[config.mk]
export PLATFORM = sky130hd
export DESIGN_NAME = serial_tx
export DESIGN_NICKNAME = d
export VERILOG_FILES = /design/src/rtl/serial_tx.sv
export SDC_FILE = /design/constraint.sdc
export NUM_CORES = 1
export LEC_CHECK = 0
export BUFFER_PORTS_ARGS = -buffer_cell sky130_fd_sc_hd__buf_4
export CORE_MARGIN = 2
export CORE_UTILIZATION = 35
export CTS_CLUSTER_DIAMETER = 200
export DETAILED_ROUTE_END_ITERATION = 16
export MAX_ROUTING_LAYER = met4
export SYNTH_ARGS = -nofsm -noshare
export SYNTH_HDL_FRONTEND = slang
export SYNTH_SLANG_ARGS = --single-unit
[constraint.sdc]
create_clock -name clk -period 3.4 [get_ports clk]
set_clock_uncertainty 0.1 [all_clocks]
set_input_delay 0.17 -clock clk [delete_from_list [all_inputs] [get_ports clk]]
set_output_delay 0.17 -clock clk [all_outputs]
set_load 0.02 [all_outputs]
[src/rtl/serial_tx.sv]
// serial_tx: serial frame transmitter.
// Frame: start bit (0), DATA_W data bits LSB-first, optional even parity bit,
// stop bit (1). Each bit lasts CLK_PER_BIT clocks. tx, busy and done are
// registered and decoded from next-state values, so they line up with the state.
// Optional feature: define SERIAL_TX_PARITY_EN to insert an even-parity bit
// between the data bits and the stop bit.
module serial_tx #(
    parameter int CLK_PER_BIT = 16,
    parameter int DATA_W      = 8
) (
    input  logic              clk,
    input  logic              reset,
    input  logic              start,
    input  logic [DATA_W-1:0] data_in,
    output logic              tx,
    output logic              busy,
    output logic              done
);

    localparam int CNT_W = (CLK_PER_BIT > 2) ? $clog2(CLK_PER_BIT) : 1;
    localparam int IDX_W = $clog2(DATA_W);

    localparam logic [CNT_W-1:0] CNT_LAST = CNT_W'(CLK_PER_BIT - 1);
    localparam logic [CNT_W-1:0] CNT_ONE  = CNT_W'(1'b1);
    localparam logic [CNT_W-1:0] CNT_ZERO = {CNT_W{1'b0}};
    localparam logic [IDX_W-1:0] IDX_LAST = IDX_W'(DATA_W - 1);
    localparam logic [IDX_W-1:0] IDX_ONE  = IDX_W'(1'b1);
    localparam logic [IDX_W-1:0] IDX_ZERO = {IDX_W{1'b0}};

    localparam logic [2:0] S_IDLE   = 3'd0;
    localparam logic [2:0] S_START  = 3'd1;
    localparam logic [2:0] S_DATA   = 3'd2;
    localparam logic [2:0] S_STOP   = 3'd3;
`ifdef SERIAL_TX_PARITY_EN
    localparam logic [2:0] S_PARITY = 3'd4;
`endif

    logic [2:0]        state_q, state_d;
    logic [CNT_W-1:0]  cnt_q,   cnt_d;
    logic [IDX_W-1:0]  idx_q,   idx_d;
    logic [DATA_W-1:0] shift_q, shift_d;
    logic              tx_q,    tx_d;
    logic              busy_q,  busy_d;
    logic              done_q,  done_d;
    logic              bit_end_s;
`ifdef SERIAL_TX_PARITY_EN
    logic              parity_q, parity_d;

    // Even parity over the latched word: XOR of all data bits.
    function automatic logic even_parity(input logic [DATA_W-1:0] word);
        even_parity = ^word;
    endfunction
`endif

    assign bit_end_s = (cnt_q == CNT_LAST);

    // Frame sequencing: state, baud counter, bit index, shift register.
    always_comb begin
        state_d  = state_q;
        cnt_d    = cnt_q;
        idx_d    = idx_q;
        shift_d  = shift_q;
        done_d   = 1'b0;
`ifdef SERIAL_TX_PARITY_EN
        parity_d = parity_q;
`endif
        case (state_q)
            S_IDLE: begin
                if (start) begin
                    state_d  = S_START;
                    cnt_d    = CNT_ZERO;
                    idx_d    = IDX_ZERO;
                    shift_d  = data_in;
`ifdef SERIAL_TX_PARITY_EN
                    parity_d = even_parity(data_in);
`endif
                end else begin
                    state_d = S_IDLE;
                end
            end
            S_START: begin
                if (bit_end_s) begin
                    state_d = S_DATA;
                    cnt_d   = CNT_ZERO;
                end else begin
                    cnt_d = cnt_q + CNT_ONE;
                end
            end
            S_DATA: begin
                if (bit_end_s) begin
                    cnt_d   = CNT_ZERO;
                    shift_d = {1'b0, shift_q[DATA_W-1:1]};
                    if (idx_q == IDX_LAST) begin
                        idx_d   = IDX_ZERO;
`ifdef SERIAL_TX_PARITY_EN
                        state_d = S_PARITY;
`else
                        state_d = S_STOP;
`endif
                    end else begin
                        idx_d = idx_q + IDX_ONE;
                    end
                end else begin
                    cnt_d = cnt_q + CNT_ONE;
                end
            end
`ifdef SERIAL_TX_PARITY_EN
            S_PARITY: begin
                if (bit_end_s) begin
                    state_d = S_STOP;
                    cnt_d   = CNT_ZERO;
                end else begin
                    cnt_d = cnt_q + CNT_ONE;
                end
            end
`endif
            S_STOP: begin
                if (bit_end_s) begin
                    state_d = S_IDLE;
                    cnt_d   = CNT_ZERO;
                    done_d  = 1'b1;
                end else begin
                    cnt_d = cnt_q + CNT_ONE;
                end
            end
            default: begin
                state_d = S_IDLE;
                cnt_d   = CNT_ZERO;
                idx_d   = IDX_ZERO;
            end
        endcase
    end

    // Output decode from next state so registered outputs match the new state.
    always_comb begin
        busy_d = (state_d != S_IDLE);
        case (state_d)
            S_IDLE:   tx_d = 1'b1;
            S_START:  tx_d = 1'b0;
            S_DATA:   tx_d = shift_d[0];
`ifdef SERIAL_TX_PARITY_EN
            S_PARITY: tx_d = parity_d;
`endif
            S_STOP:   tx_d = 1'b1;
            default:  tx_d = 1'b1;
        endcase
    end

    // State and output registers with synchronous reset to an idle line.
    always_ff @(posedge clk) begin
        if (reset) begin
            state_q  <= S_IDLE;
            cnt_q    <= CNT_ZERO;
            idx_q    <= IDX_ZERO;
            shift_q  <= {DATA_W{1'b0}};
            tx_q     <= 1'b1;
            busy_q   <= 1'b0;
            done_q   <= 1'b0;
`ifdef SERIAL_TX_PARITY_EN
            parity_q <= 1'b0;
`endif
        end else begin
            state_q  <= state_d;
            cnt_q    <= cnt_d;
            idx_q    <= idx_d;
            shift_q  <= shift_d;
            tx_q     <= tx_d;
            busy_q   <= busy_d;
            done_q   <= done_d;
`ifdef SERIAL_TX_PARITY_EN
            parity_q <= parity_d;
`endif
        end
    end

    assign tx   = tx_q;
    assign busy = busy_q;
    assign done = done_q;

endmodule

**Word level (Yosys, flattened, before mapping)**

Index checks and enable logic that the tools add are counted.

- $add $sub $neg: 2
- Eq/ne operators: 9
- Mux-type cells: 18
- Bitwise operators: 2
- Reduce and logical (&&, ||, !) cells: 8

Operator list:

| cell | count |
|---|---|
| 3-bit two-way mux | 7 |
| 8-bit two-way mux | 2 |
| 8-bit one-hot mux with 2 select lines | 1 |
| 3-bit one-hot mux with 4 select lines | 1 |
| 3-bit by 2-bit == test with 1-bit output, second input constant | 3 |
| 3-bit one-hot mux with 3 select lines | 1 |
| 4-bit two-way mux | 2 |
| 4-bit one-hot mux with 2 select lines | 1 |
| 3-bit by 1-bit == test with 1-bit output, second input constant | 2 |
| 3-bit AND reduction | 2 |
| 4-bit by 1-bit adder with 4-bit output, second input constant | 1 |
| 4-bit == test, second input constant | 1 |
| 2-bit inequality test, second input constant | 2 |
| 2-bit OR reduction | 2 |
| 3-bit by 1-bit adder with 3-bit output, second input constant | 1 |
| 3-bit == test, second input constant | 1 |
| 3-bit logical NOT | 1 |
| 3-bit nonzero test | 1 |
| 3-bit OR reduction | 1 |
| 1-bit two-way mux | 2 |
| 1-bit inverter | 2 |
| 1-bit one-hot mux with 2 select lines | 1 |
| 2-bit nonzero test | 1 |

- Bits in registers: 21
- Input bits: 11
- Output and inout port bits: 3
- Logic and storage cells: 47

**Logic depth before layout (Yosys ltp)**

- Depth in word-level cells: 6
- Mapped depth: 6
- Mapped depth without buffers: 6

**Worst setup path before layout**

OpenSTA, ideal clock, no wires.

- Path type: register to register
- Start point: register cnt_q[0]
- End point: register shift_q[7]
- Library setup time: 70 ps
- Data arrival time: 1522 ps
- Data required time: 3230 ps
- Path slack: 1707 ps
- Cell stages (with the launch flop): 7
- Buffers on the path: 1
- Clock period less this slack: 1693 ps
- Cells stage by stage: dfxtp_1 > ha_1 > and3_1 > and2_4 > buf_6 > or3b_1 > a21oi_1

- Cells in the longest elaborated chain, start to end: 3

Ends and longest elaborated chain:

| item | line | source |
|---|---|---|
| start, declared | 39 | `logic [CNT_W-1:0] cnt_q, cnt_d;` |
| start signal, assigned | 164 | `cnt_q <= cnt_d;` |
| 4-bit == test | 55 | `assign bit_end_s = (cnt_q == CNT_LAST);` |
| 2-bit inequality test (no line) | n/a |  |
| 3-bit AND reduction (no line) | n/a |  |
| end signal, assigned | 155 | `shift_q <= {DATA_W{1'b0}};` |
| end signal, assigned | 166 | `shift_q <= shift_d;` |
| end, declared | 41 | `logic [DATA_W-1:0] shift_q, shift_d;` |

Every way passes these cells.
A chain may end at the register's enable or synchronous reset.

**Final worst setup path**

- Start point: register state_q[2]
- End point: register tx_q (netlist: tx)

- Cells in the longest elaborated chain, start to end: 5
- Elaborated cells between the ends (all ways): 13
- Classes of those cells: 5 x eq/ne; 7 x mux; 1 x reduce/logical

Ends and longest elaborated chain:

| item | line | source |
|---|---|---|
| start, declared | 38 | `logic [2:0] state_q, state_d;` |
| start signal, assigned | 163 | `state_q <= state_d;` |
| 3-bit two-way mux | 93 | `if (idx_q == IDX_LAST) begin` |
| 3-bit two-way mux | 90 | `if (bit_end_s) begin` |
| 3-bit one-hot mux with 4 select lines | 67 | `case (state_q)` |
| 3-bit by 2-bit == test with 1-bit output / 3-bit by 1-bit == test with 1-bit output (equally long branches) | 137 | `case (state_d)` |
| 1-bit one-hot mux with 2 select lines (*) | 137 |  |
| end signal, assigned | 167 | `tx_q <= tx_d;` |
| end, declared | 42 | `logic tx_q, tx_d;` |

Mark *: on every way between the ends. The rest lies on a longest branch, timed or not.

==> flow_summary.yaml <==
outcome:
  outcome: "finished, final reports clean"
die:
  die_y_um: 56.4
  start_util_pct: 37.7
  die_w_um: 56.4
  die-area_mm2: 0.00318
  core_mm2: 0.00254
  core.rowCount: 18
  pin_count: 14
pwr:
  pwr-share-seq_pct: 63.3
  peakVddDrop_v: 0.000184
  switchingPower_mw: 0.0939
  powerDensity_mw_per_mm2: 378
  clkPwrFrac_pct: 28.1
  p_sw_share_pct: 23.0
  combPwrFrac_pct: 8.6
  totalPowerFinal_mw: 0.409
  power.leakage_nw: 0.412
  internal_power_mw: 0.315
sta:
  hold_viol: 0
  period_minus_slack_ps: 1870
  fin_crit_sh_pct: 55.0
  max_freq_mhz: 535
  slew_viol_final: 0
  rsz0062_at_grt: "false"
  maxSlewHeadroom_pct: 59.5
  final-setup-viol-count: 0
  worst_pin_slew_ps: 601
  fin_tns_setup_ps: 0
clock_network:
  clock_sinks: 21
  cts_buffers: 3
  clk_latency_ps: 290
  path_clk_slew_ps: 110
  cts_tree: "done"
  cts_resized: 0
  clock-root-buffer: "clkbuf_4"
  postCtsHoldBufs: 0
  cts_max_level: 1
  cts_setup_buffers: 0
  clock_tree.buffer_depth: 2
detailed_routing:
  ant_nets: 0
  dr.pass1.iters: 4
  routed_wl_um: 1770
  wire_per_inst_um: 12.1
  vias_per_cell: 5.37
  first_iter_violations: 16
  num_vias: 784
  route.detailed.drc: 0
placement:
  place_congestion: 0.802
  dp.cells: 142
  port_buffers: 13
  placed_cell_area_mm2: 0.00105
  dpl.hpwl_um: 1290
global_routing:
  grt_busiest_layer: "met1"
  met3_usage_pct: 2.07
  overflow: 0
  antenna_found_initial: 0
  met2_usage_pct: 16.8
  grt_pass1_wl_um: 2930
  met1_usage_pct: 16.9
  grt_usage_pct: 11.8
  grt_pass1_vias: 666
  grt_max_degree: 21
finish:
  finalNonFillerCells: 146
  multi_input_area_um2: 477
  area_growth_pct: 12.6
  final_nets: 131
  n_antenna_cell: 0
  final_area_mm2: 0.00108
  regArea_um2: 420
  fillers: 255
  fin_util_pct: 42.5
  drive_above_1_share_pct: 17.2
worst_setup_path:
  cp_cell_sequence: "nor4b_2 -> buf_4 -> a21oi_1 -> a21oi_1 -> a31oi_1"
  worstSetupEndpointType: "flop"
  cp_slowest_cell: "dfxtp_1"
  cp_common_cell: "a21oi_1"
  criticalPathCategory: "flop to flop"
  critical_path.max_fanout: 14
  cp.required_ps: 3530
  worstPathArrival_ps: 2000
  cp-start-kind: "flop"
  slowest_delay_ps: 670
synthesis:
  yosys.area_share.simple_pct: 22.6
  yosysWarnings: 0
  synth_compound_area_share_pct: 21.9
  synthTopCellsByArea: "dfxtp_1 (44%), a21oi_1 (6.8%), a22oi_1 (5.5%)"
  synthXorXnorAreaFrac_pct: 0.913
  synth_ff_type: "dfxtp_1"
  ys_ff_latch: 21
  synth_edf_count: 0
  ys_types: 36
  async_flop_share_pct: 0
  synth_top_family_by_area: "simple AND/OR/NAND/NOR gates"
  netlist.top_cell.by_area: "dfxtp_1"
  synthTopCellsByCount: "dfxtp_1 (21), a21oi_1 (13), nand2_1 (8)"
  synthMuxAreaShare_pct: 0
  synth_top_area_share_pct: 43.8
  synth_most_common_cell: "dfxtp_1"
  avgSynthCellArea_um2: 9.14
  netlist_instances: 105
  synthesis.nets: 119
  ys_seq_area_share_pct: 43.8
  synthAdderAreaFrac_pct: 3.91
  netlist_area_um2: 960
flow_run:
  max_cap_viol_count: 0
worst_hold_path:
  hold_class: "input pin to flop"
per-stage QoR:
stage / setup slack [ps] / hold slack (ps)
after floorplan: 1710 / 206
after global placement: 1640 / 331
after detailed placement: 1580 / 335
after CTS: 1550 / 7.85
after global routing: 1380 / 3.93
final: 1530 / 18.3
final timing paths:
| path | slack [ps] | end | cells after the start | from |
|---|---|---|---|---|
| worst max-delay path | 1530 | tx | 5 | state_q[2] |
| worst min register to register | 370 | shift_q[4] | 2 | shift_q[4] |
| worst min-delay path | 20 | shift_q[7] | 3 | data_in[7] |
| worst max register to register | 1530 | tx | 5 | state_q[2] |
per-layer routing:
| layer | vias to the layer above | wire length, um |
|---|---|---|
| met4 | 0 | 13 |
| li1 | 405 | - |
| met2 | 14 | 783 |
| met3 | 2 | 59 |
| met5 | - | 0 |
| met1 | 363 | 914 |
sequential cells by signal, summed over array words and instances (netlist names):
register  count
done          1
tx            1
cnt_q         4
shift_q       8
busy          1
idx_q         3
state_q       3
logic make-up (layout without fill, tap and decap cells):
group,count (synthesis),in the layout
AOI/OAI and AO/OA,32,32
xor gates and xnor gates,1,1
adders and majority gates,3,3
buffers and inverters,11,22
DFF,21,21
other,1,1
and+or+nand+nor,36,36
power groups by stage:
stage | logic (mW) | registers [mW] | clock network [mW]
after floorplan | 0.0225 | 0.262 | 0
after global placement | 0.0346 | 0.264 | 0
after detailed placement | 0.0350 | 0.264 | 0
after CTS | 0.0352 | 0.259 | 0.121
after global routing | 0.0395 | 0.260 | 0.130
final | 0.0351 | 0.259 | 0.115
final cells by class:
cell class	count	share of cell area, %
Multi-Input combinational cell	73	44.1
Timing Repair Buffer	14	9.72
Inverter	4	1.39
Sequential cell	21	38.9
Clock buffer	4	2.43
Tap cell	30	3.47
critical path: cells and delay by family, from the launching register on:
family                 cells  cell delay (ps)
AOI/OAI and AO/OA          3              720
and+or+nand+nor            1              110
DFF                        1              670
buffers and inverters      1              200
layout by cell type, fill, tap and decap left out, drive strengths merged, types with 3 or more instances in the layout:
master,netlist,final
nor2,6,6
nor3,4,4
inv,4,4
a22oi,7,7
o41ai,3,3
dfxtp,21,21
nand2,8,8
ha,3,3
buf,5,14
clkbuf,2,4
a21oi,13,13
(Power assumes the default switching activity.)
